`src/rtl/fir_sample_source.sv`:
```
// fir_sample_source: paces 8-bit signed audio samples into the fir31 filter.
//
// A producer pushes samples into a DEPTH-entry FIFO. A free-running pacer
// produces one tick every CYCLES_PER_SAMPLE clocks while enabled. The cycle
// after each tick, the block presents one sample on x_out with a 1-cycle
// ready_out strobe. If the FIFO is empty at the tick, it still strobes: it
// sends a zero sample and flags an underflow. This keeps the FIR at a fixed rate.
//
// Ports
//   clk_in               in   system clock
//   rst_n_in             in   async active-low reset
//   enable_in            in   1 = run sample pacing, 0 = hold pacer idle
//   wr_valid_in          in   producer offers wr_data_in this cycle
//   wr_data_in           in   signed sample to enqueue
//   wr_ready_out         out  FIFO can accept (combinational from level)
//   ready_out            out  1-cycle strobe, x_out valid (fir31 ready_in)
//   x_out                out  current sample (fir31 x_in), held between strobes
//   level_out            out  FIFO occupancy
//   underflow_out        out  1-cycle pulse: strobe issued with FIFO empty
//   underflow_count_out  out  saturating underflow count

module fir_sample_source #(
    parameter int unsigned CYCLES_PER_SAMPLE = 64,
    parameter int unsigned DEPTH             = 16,
    parameter int unsigned UF_W              = 16
) (
    input  logic                      clk_in,
    input  logic                      rst_n_in,
    input  logic                      enable_in,
    input  logic                      wr_valid_in,
    input  logic signed [7:0]         wr_data_in,
    output logic                      wr_ready_out,
    output logic                      ready_out,
    output logic signed [7:0]         x_out,
    output logic [$clog2(DEPTH):0]    level_out,
    output logic                      underflow_out,
    output logic [UF_W-1:0]           underflow_count_out
);

    localparam int unsigned DATA_W = 8;
    localparam int unsigned PTR_W  = $clog2(DEPTH);
    localparam int unsigned LVL_W  = PTR_W + 1;
    localparam int unsigned CNT_W  = (CYCLES_PER_SAMPLE > 1) ? $clog2(CYCLES_PER_SAMPLE) : 1;

    localparam logic [CNT_W-1:0] CNT_LAST = CNT_W'(CYCLES_PER_SAMPLE - 1);
    localparam logic [LVL_W-1:0] LVL_FULL = LVL_W'(DEPTH);
    localparam logic [UF_W-1:0]  UF_MAX   = {UF_W{1'b1}};

    // Storage and pointers
    logic signed [DATA_W-1:0] mem [DEPTH];
    logic [PTR_W-1:0]         wr_ptr;
    logic [PTR_W-1:0]         rd_ptr;

    // Pacer
    logic [CNT_W-1:0]         cnt;
    logic [CNT_W-1:0]         cnt_nxt;

    // Per-cycle control
    logic                     tick;
    logic                     fifo_empty;
    logic                     push;
    logic                     pop;
    logic [LVL_W-1:0]         level_nxt;
    logic [UF_W-1:0]          uf_count_nxt;

    // Write acceptance depends only on the registered level. This keeps a full
    // FIFO refusing writes even when a pop happens in the same cycle.
    assign wr_ready_out = (level_out < LVL_FULL);

    // Pacer next-state and tick decode
    always_comb begin
        cnt_nxt = '0;
        tick    = 1'b0;
        if (enable_in) begin
            if (cnt == CNT_LAST) begin
                tick    = 1'b1;
                cnt_nxt = '0;
            end else begin
                cnt_nxt = cnt + CNT_W'(1);
            end
        end
    end

    // FIFO handshake and occupancy update. The pop is evaluated against the
    // pre-push level, so a push into an empty FIFO on a tick still underflows.
    always_comb begin
        fifo_empty = (level_out == '0);
        push       = wr_valid_in && wr_ready_out;
        pop        = tick && !fifo_empty;
        level_nxt  = level_out;
        unique case ({push, pop})
            2'b10:   level_nxt = level_out + LVL_W'(1);
            2'b01:   level_nxt = level_out - LVL_W'(1);
            default: level_nxt = level_out;
        endcase
    end

    // Saturating underflow counter next value
    always_comb begin
        uf_count_nxt = underflow_count_out;
        if (tick && fifo_empty && (underflow_count_out != UF_MAX)) begin
            uf_count_nxt = underflow_count_out + UF_W'(1);
        end
    end

    // Pacer counter register
    always_ff @(posedge clk_in or negedge rst_n_in) begin
        if (!rst_n_in) begin
            cnt <= '0;
        end else begin
            cnt <= cnt_nxt;
        end
    end

    // FIFO pointers and level. Pointers wrap naturally since DEPTH is a power of 2.
    always_ff @(posedge clk_in or negedge rst_n_in) begin
        if (!rst_n_in) begin
            wr_ptr    <= '0;
            rd_ptr    <= '0;
            level_out <= '0;
        end else begin
            if (push) begin
                wr_ptr <= wr_ptr + PTR_W'(1);
            end
            if (pop) begin
                rd_ptr <= rd_ptr + PTR_W'(1);
            end
            level_out <= level_nxt;
        end
    end

    // Sample storage. Contents need no reset because the pointers define validity.
    always_ff @(posedge clk_in) begin
        if (push) begin
            mem[wr_ptr] <= wr_data_in;
        end
    end

    // Output strobe, sample and underflow reporting. On each tick the strobe
    // fires whether or not a sample is available.
    always_ff @(posedge clk_in or negedge rst_n_in) begin
        if (!rst_n_in) begin
            ready_out           <= 1'b0;
            x_out               <= '0;
            underflow_out       <= 1'b0;
            underflow_count_out <= '0;
        end else begin
            ready_out           <= tick;
            underflow_out       <= tick && fifo_empty;
            underflow_count_out <= uf_count_nxt;
            if (tick) begin
                x_out <= pop ? mem[rd_ptr] : '0;
            end
        end
    end

endmodule

```
`config.mk`:
```
export PLATFORM = sky130hd
export DESIGN_NAME = fir_sample_source
export DESIGN_NICKNAME = d
export VERILOG_FILES = /design/src/rtl/fir_sample_source.sv
export SDC_FILE = /design/constraint.sdc
export NUM_CORES = 1
export LEC_CHECK = 0
export BUFFER_PORTS_ARGS = -buffer_cell sky130_fd_sc_hd__buf_2
export CAP_MARGIN = 5
export CORE_ASPECT_RATIO = 2
export CORE_UTILIZATION = 54
export CTS_CLUSTER_SIZE = 8
export DETAILED_ROUTE_END_ITERATION = 8
export PLACE_DENSITY = 0.77
export RECOVER_POWER = 100
export SLEW_MARGIN = 20
export SYNTH_ARGS = -nofsm -noshare
export SYNTH_HDL_FRONTEND = slang
export SYNTH_SLANG_ARGS = --single-unit
```
`constraint.sdc`:
```
create_clock -name clk_in -period 2.9 [get_ports clk_in]
set_input_delay 0.29 -clock clk_in [delete_from_list [all_inputs] [get_ports clk_in]]
set_output_delay 0.29 -clock clk_in [all_outputs]
set_load 0.05 [all_outputs]
```
* After elaboration in Yosys (flattened, before gate mapping)
Memories as Yosys holds them, arrays and structs flattened.
Index checks and enable logic that the tools add are counted.
** Operators by class
- Order comparisons :: 1
- Reduce and logical (&&, ||, !) cells :: 7
- Multiplexer cells :: 8
- Add/sub/neg operators :: 6
- Equality and inequality tests :: 4
** Operators by type and width (number)
- adder 16 x 1 -> 16 bit (second input constant) :: 1
- != test 16 bit (second input constant) :: 1
- 2-to-1 mux 6 bit :: 2
- one-hot mux 5 bit (2 select lines) :: 1
- adder 4 x 1 -> 4 bit (second input constant) :: 2
- 2-to-1 mux 8 bit :: 1
- adder 6 x 1 -> 6 bit (second input constant) :: 1
- equality test 6 bit (second input constant) :: 1
- adder 5 x 1 -> 5 bit (second input constant) :: 1
- zero test 5 bit :: 1
- < comparator 5 bit (second input constant) :: 1
- subtractor 5 x 1 -> 5 bit (second input constant) :: 1
- logical AND 1 bit :: 4
- 2-to-1 mux 1 bit :: 4
- equality test 2 x 1 -> 1 bit (second input constant) :: 1
- equality test 2 bit (second input constant) :: 1
- nonzero test 2 bit :: 1
- zero test 1 bit :: 1
** Storage, ports and cells
- Register bits :: 45
- Output and inout bits :: 32
- Memories kept :: 1
- Input port bits :: 12
- Memory bits (writable) :: 128
** Memories
- mem :: depth 16, width 8, read ports 1, clocked after memory_dff 0, write ports 1, RTL line 50 : logic signed [DATA_W-1:0] mem [DEPTH];

* Depth between registers and ports, before layout
- Word-level depth :: 6
- Mapped depth :: 12

* Worst setup path after synthesis
No wires, ideal clock.
- Path kind :: reg2reg
- Start :: register level_out[1]
- End :: register level_out[4]
- Data required time :: 2757 ps
- Buffers on the path :: 0
- Data arrival time :: 2937 ps
- Slack :: -180 ps
- Library setup time :: 143 ps
- Cell stages (with the launch flop) :: 12
- Cell sequence :: dfrtp_1 -> or2_1 -> or4_4 -> or2b_1 -> inv_1 -> ha_1 -> xor2_1 -> ha_1 -> a22o_2 -> a211oi_1 -> o21bai_1 -> xnor2_1
** Between the ends
- Longest elaborated chain between the ends :: 5
- Elaborated cells between the ends (all ways) :: 11
- Those cells by class :: add/sub (2); order compare (1); eq/ne (2); mux (1); reduce/logical (5)
** Ends and longest elaborated chain
- start: declaration :: RTL line 35 : output logic [$clog2(DEPTH):0] level_out,
- start signal: assignment :: RTL line 128 : level_out <= level_nxt;
- zero test 5 bit (*) :: RTL line 87 : fifo_empty = (level_out == '0);
- zero test 1 bit (*) :: RTL line 89 : pop = tick && !fifo_empty;
- logical AND 1 bit (*) :: RTL line 89
- net pop :: RTL line 62 : logic pop;
- equality test 2 x 1 -> 1 bit / equality test 2 bit (equally long branches) :: RTL line 91 : unique case ({push, pop})
- one-hot mux 5 bit (2 select lines) / nonzero test 2 bit (equally long branches)
The timed path passes the listed nets; every way through them passes the cells marked *.
A chain may end at the register's enable or synchronous reset.

* Final worst setup path
Ends and elaborated chain as after synthesis.

==> flow_summary_export.csv <==
group,metric,value,unit
floorplanning,die_w,83.2,microns
clock_network,cts_tree,"yes",
detailed_routing,drtPass1Iterations,4,
detailed_routing,drtAntennaViolNets,0,
synth,netlist-cell-type-count,37,
detailed_routing,vias,3785,
power,seqPwrFrac,0.501,
power,switching_share,0.281,
synth,synthDominantCellAreaShare,0.540,
synth,yosysMostFrequentCell,"edfxtp_1",
synth,synth_mux_area_frac,0.117,
timing,setup_viol,0,
detailed_routing,vias_per_cell,5.78,
detailed_routing,routed_wl,13.5,mm
critical_path,cp.arrival,3.08,ns
power,peakVddDrop,0.512,mV
clock_network,cts_root_buf,"clkbuf_16",
floorplanning,die-area,0.0137,sq mm
power,combPwrFrac,0.122,
placement,gp_congestion,0.764,
synth,yosys_warnings,0,
clock_network,cts_buffer_depth,2,
floorplanning,initial_core_util,0.551,
placement,port_buffers,43,
placement,dpl.hpwl,9.05,mm
power,power.leakage,0.00284,uW
critical_path,cp_max_fo,7,
timing,fmax,361,MHz
hold_path,hp-start,"enable_in",
power,powerDensity,736,mW/mm^2
detailed_routing,avgRoutedWirePerCell,20.6,microns
timing,fin_crit_sh,0.956,
synth,ys_ff_latch,173,
timing,tns,0,ns
clock_network,clock_latency,0.43,ns
critical_path,endpoint_kind,"register",
critical_path,cp_cell_sequence,"or2_1, or4_4, or2b_1, inv_2, ha_4, xor2_1, ha_1, a22o_2, a211oi_2, o21bai_1, xnor2_1",
synth,yosys-top-cells-area,"edfxtp_1, dfrtp_1, mux4_2",
detailed_routing,route.detailed.drc,0,
power,pwr-share-clk,0.377,
critical_path,start_kind,"register",
cells_and_area,syn2layout_area_growth,13.5,%
power,p_sw,1670,uW
timing,clock_skew,0.0120,ns
critical_path,crit_start,"level_out[1]",
synth,synth_xor_area_frac,0.0369,
synth,synth_flop_cell,"edfxtp_1",
global_routing,grt_pass1_vias,4003,
clock_network,numCtsBuffers,17,
synth,yosys.area_share.simple,0.0753,
detailed_routing,drtIter0Drc,184,
synth,syn_area,0.00712,sq mm
floorplanning,num_io_pins,44,
synth,synth_top_family_by_area,"multiplexers",
timing,hold_violations,0,
job,max-cap-violations,0,
timing,slew_headroom,0.248,
cells_and_area,nFillCells,917,
critical_path,timing.rr.start,"level_out[1]",
synth,synthAdderAreaFrac,0.0193,
hold_path,worstHoldPathType,"in2reg",
global_routing,grt_overflow,0,
timing,grt_setup_unrepaired,"no",
synth,synth_cells,434,
floorplanning,die_h,164,microns
critical_path,path_class,"reg2reg",
clock_network,cts_num_sinks,173,
outcome,status,"completed",
synth,synth-compound-area-share,0.0390,
clock_network,clk_pin_slew_worst_paths,0.07,ns
synth,ys_seq_area_frac,0.698,
timing,drv_slew,0,
floorplanning,rows,59,
clock_network,htree_levels,4,
critical_path,ff2ff_setup_slack,0.13,ns
cells_and_area,diodes,0,
synth,synth_fp_nets,457,
cells_and_area,utilization,0.626,
global_routing,grtUsageTotal,0.212,
cells_and_area,finalNetCount,513,
critical_path,cp.required,3.21,ns
timing,worst_pin_slew,1.13,ns
synth,yosys.area.top_type,"edfxtp_1",
timing,finalCriticalPeriod,2.77,ns
global_routing,grt_max_degree,46,
synth,ys_top_cells_by_count,"edfxtp_1, dfrtp_1, nand2_1, mux4_2, xnor2_1",
synth,syn_area_per_cell,16.4,sq um
synth,synth_edf_count,128,
power,power,5950,uW
synth,ys_async_sr_fraction,0.260,
cells_and_area,drive_gt1_frac,0.187,
power,internal-power,4280,uW
global_routing,antenna_found_initial,0,
floorplanning,core,0.0129,sq mm
critical_path,max_stage_delay,0.44,ns
critical_path,crit_slowest_cell,"dfrtp_2",
global_routing,grt_pass1_wl,21.3,mm
==> what timing repair did <==
| item | CTS | global route |
|---|---|---|
| setup endpoints to repair | 0 | 1 |
| buffers inserted | 0 | 1 |
| resized for setup | 0 | 2 |
| hold buffers | 0 | 1 |
| endpoints found under the hold margin | 0 | 45 |
==> cell type report <==
cell class,count,area [sq um],share of cell area
well taps,152,190,0.0235
clock buffers,17,425,0.0526
multi-input cells,235,2040,0.252
flip-flops and latches,173,4970,0.615
inverters,9,33.8,0.00418
repair buffers,54,238,0.0294
clock inverters,15,183,0.0226
==> layer usage <==
layer | wire [microns] | share of wire | GRT usage
met1 | 4900 | 0.36 | 0.218
met2 | 7900 | 0.59 | 0.408
met3 | 371 | 0.028 | 0.0540
met4 | 281 | 0.021 | 0.0768
met5 | 0 | 0 | 0
==> critical path: cells and delay by family (launching register included) <==
kind / cells / cell delay (ns)
compound gates: 3 / 0.60
xor+xnor: 2 / 0.27
fa+ha+maj: 2 / 0.40
buf+inv: 1 / 0.07
flops: 1 / 0.44
simple gates: 3 / 0.87
==> final timing paths <==
kind	endpoint	cells past startpoint
hold / removal	cnt[2]	2
max in group asynchronous	level_out[2]	2
hold reg to reg	cnt[0]	1
setup / recovery	level_out[4]	11
min in group asynchronous	level_out[4]	2
setup reg to reg	level_out[4]	11
==> power groups by stage <==
stage	Clock, uW	Sequential (uW)	Combinational [uW]
2_1_floorplan	0	3130	370
3_3_place_gp	0	3010	699
3_5_place_dp	0	3030	730
4_1_cts	2280	2980	734
5_1_grt	2360	3000	793
6_report	2240	2980	727
==> state kept, by name (all words and copies together), names as in the netlist <==
register             cells
mem                    128
underflow_count_out     16
x_out                    8
cnt                      6
level_out                5
rd_ptr                   4
wr_ptr                   4
ready_out                1
underflow_out            1
==> stage by stage <==
| step | std cells | hold WS, ns | area [sq um] | worst slack [ns] |
|---|---|---|---|---|
| final | 655 | 0.144 | 8080 | 0.126 |
| after global routing | 655 | 0.156 | 8080 | 0.00595 |
| after CTS | 653 | 0.0616 | 8150 | 0.0142 |
| after detailed placement | 621 | 0.468 | 7540 | 0.0114 |
| after global placement | 621 | 0.445 | 7540 | 0.137 |
| after floorplan | 434 | -0.00559 | 7140 | 0.0111 |
==> cells by family (layout without fill, tap and decap cells) <==
family          after synthesis  in the layout
buf+inv                      26             95
xor+xnor                     30             30
compound gates               37             37
fa+ha+maj                    11             11
flops                       173            173
simple gates                106            106
mux                          51             51
==> cell usage in the layout, fill, tap and decap left out, drive strengths merged, types with 2 or more instances in the layout <==
cell type / instances
a211oi: 2
a21oi: 11
and2: 19
and3: 8
buf: 9
clkbuf: 61
clkinv: 7
dfrtp: 45
edfxtp: 128
ha: 11
inv: 16
mux2: 19
mux2i: 8
mux4: 24
nand2: 36
nand3: 6
nand4: 9
nor2: 19
nor2b: 2
o21ai: 4
o311ai: 8
o31ai: 8
xnor2: 22
xor2: 8
Note: power is estimated with default switching activity, not from simulation.
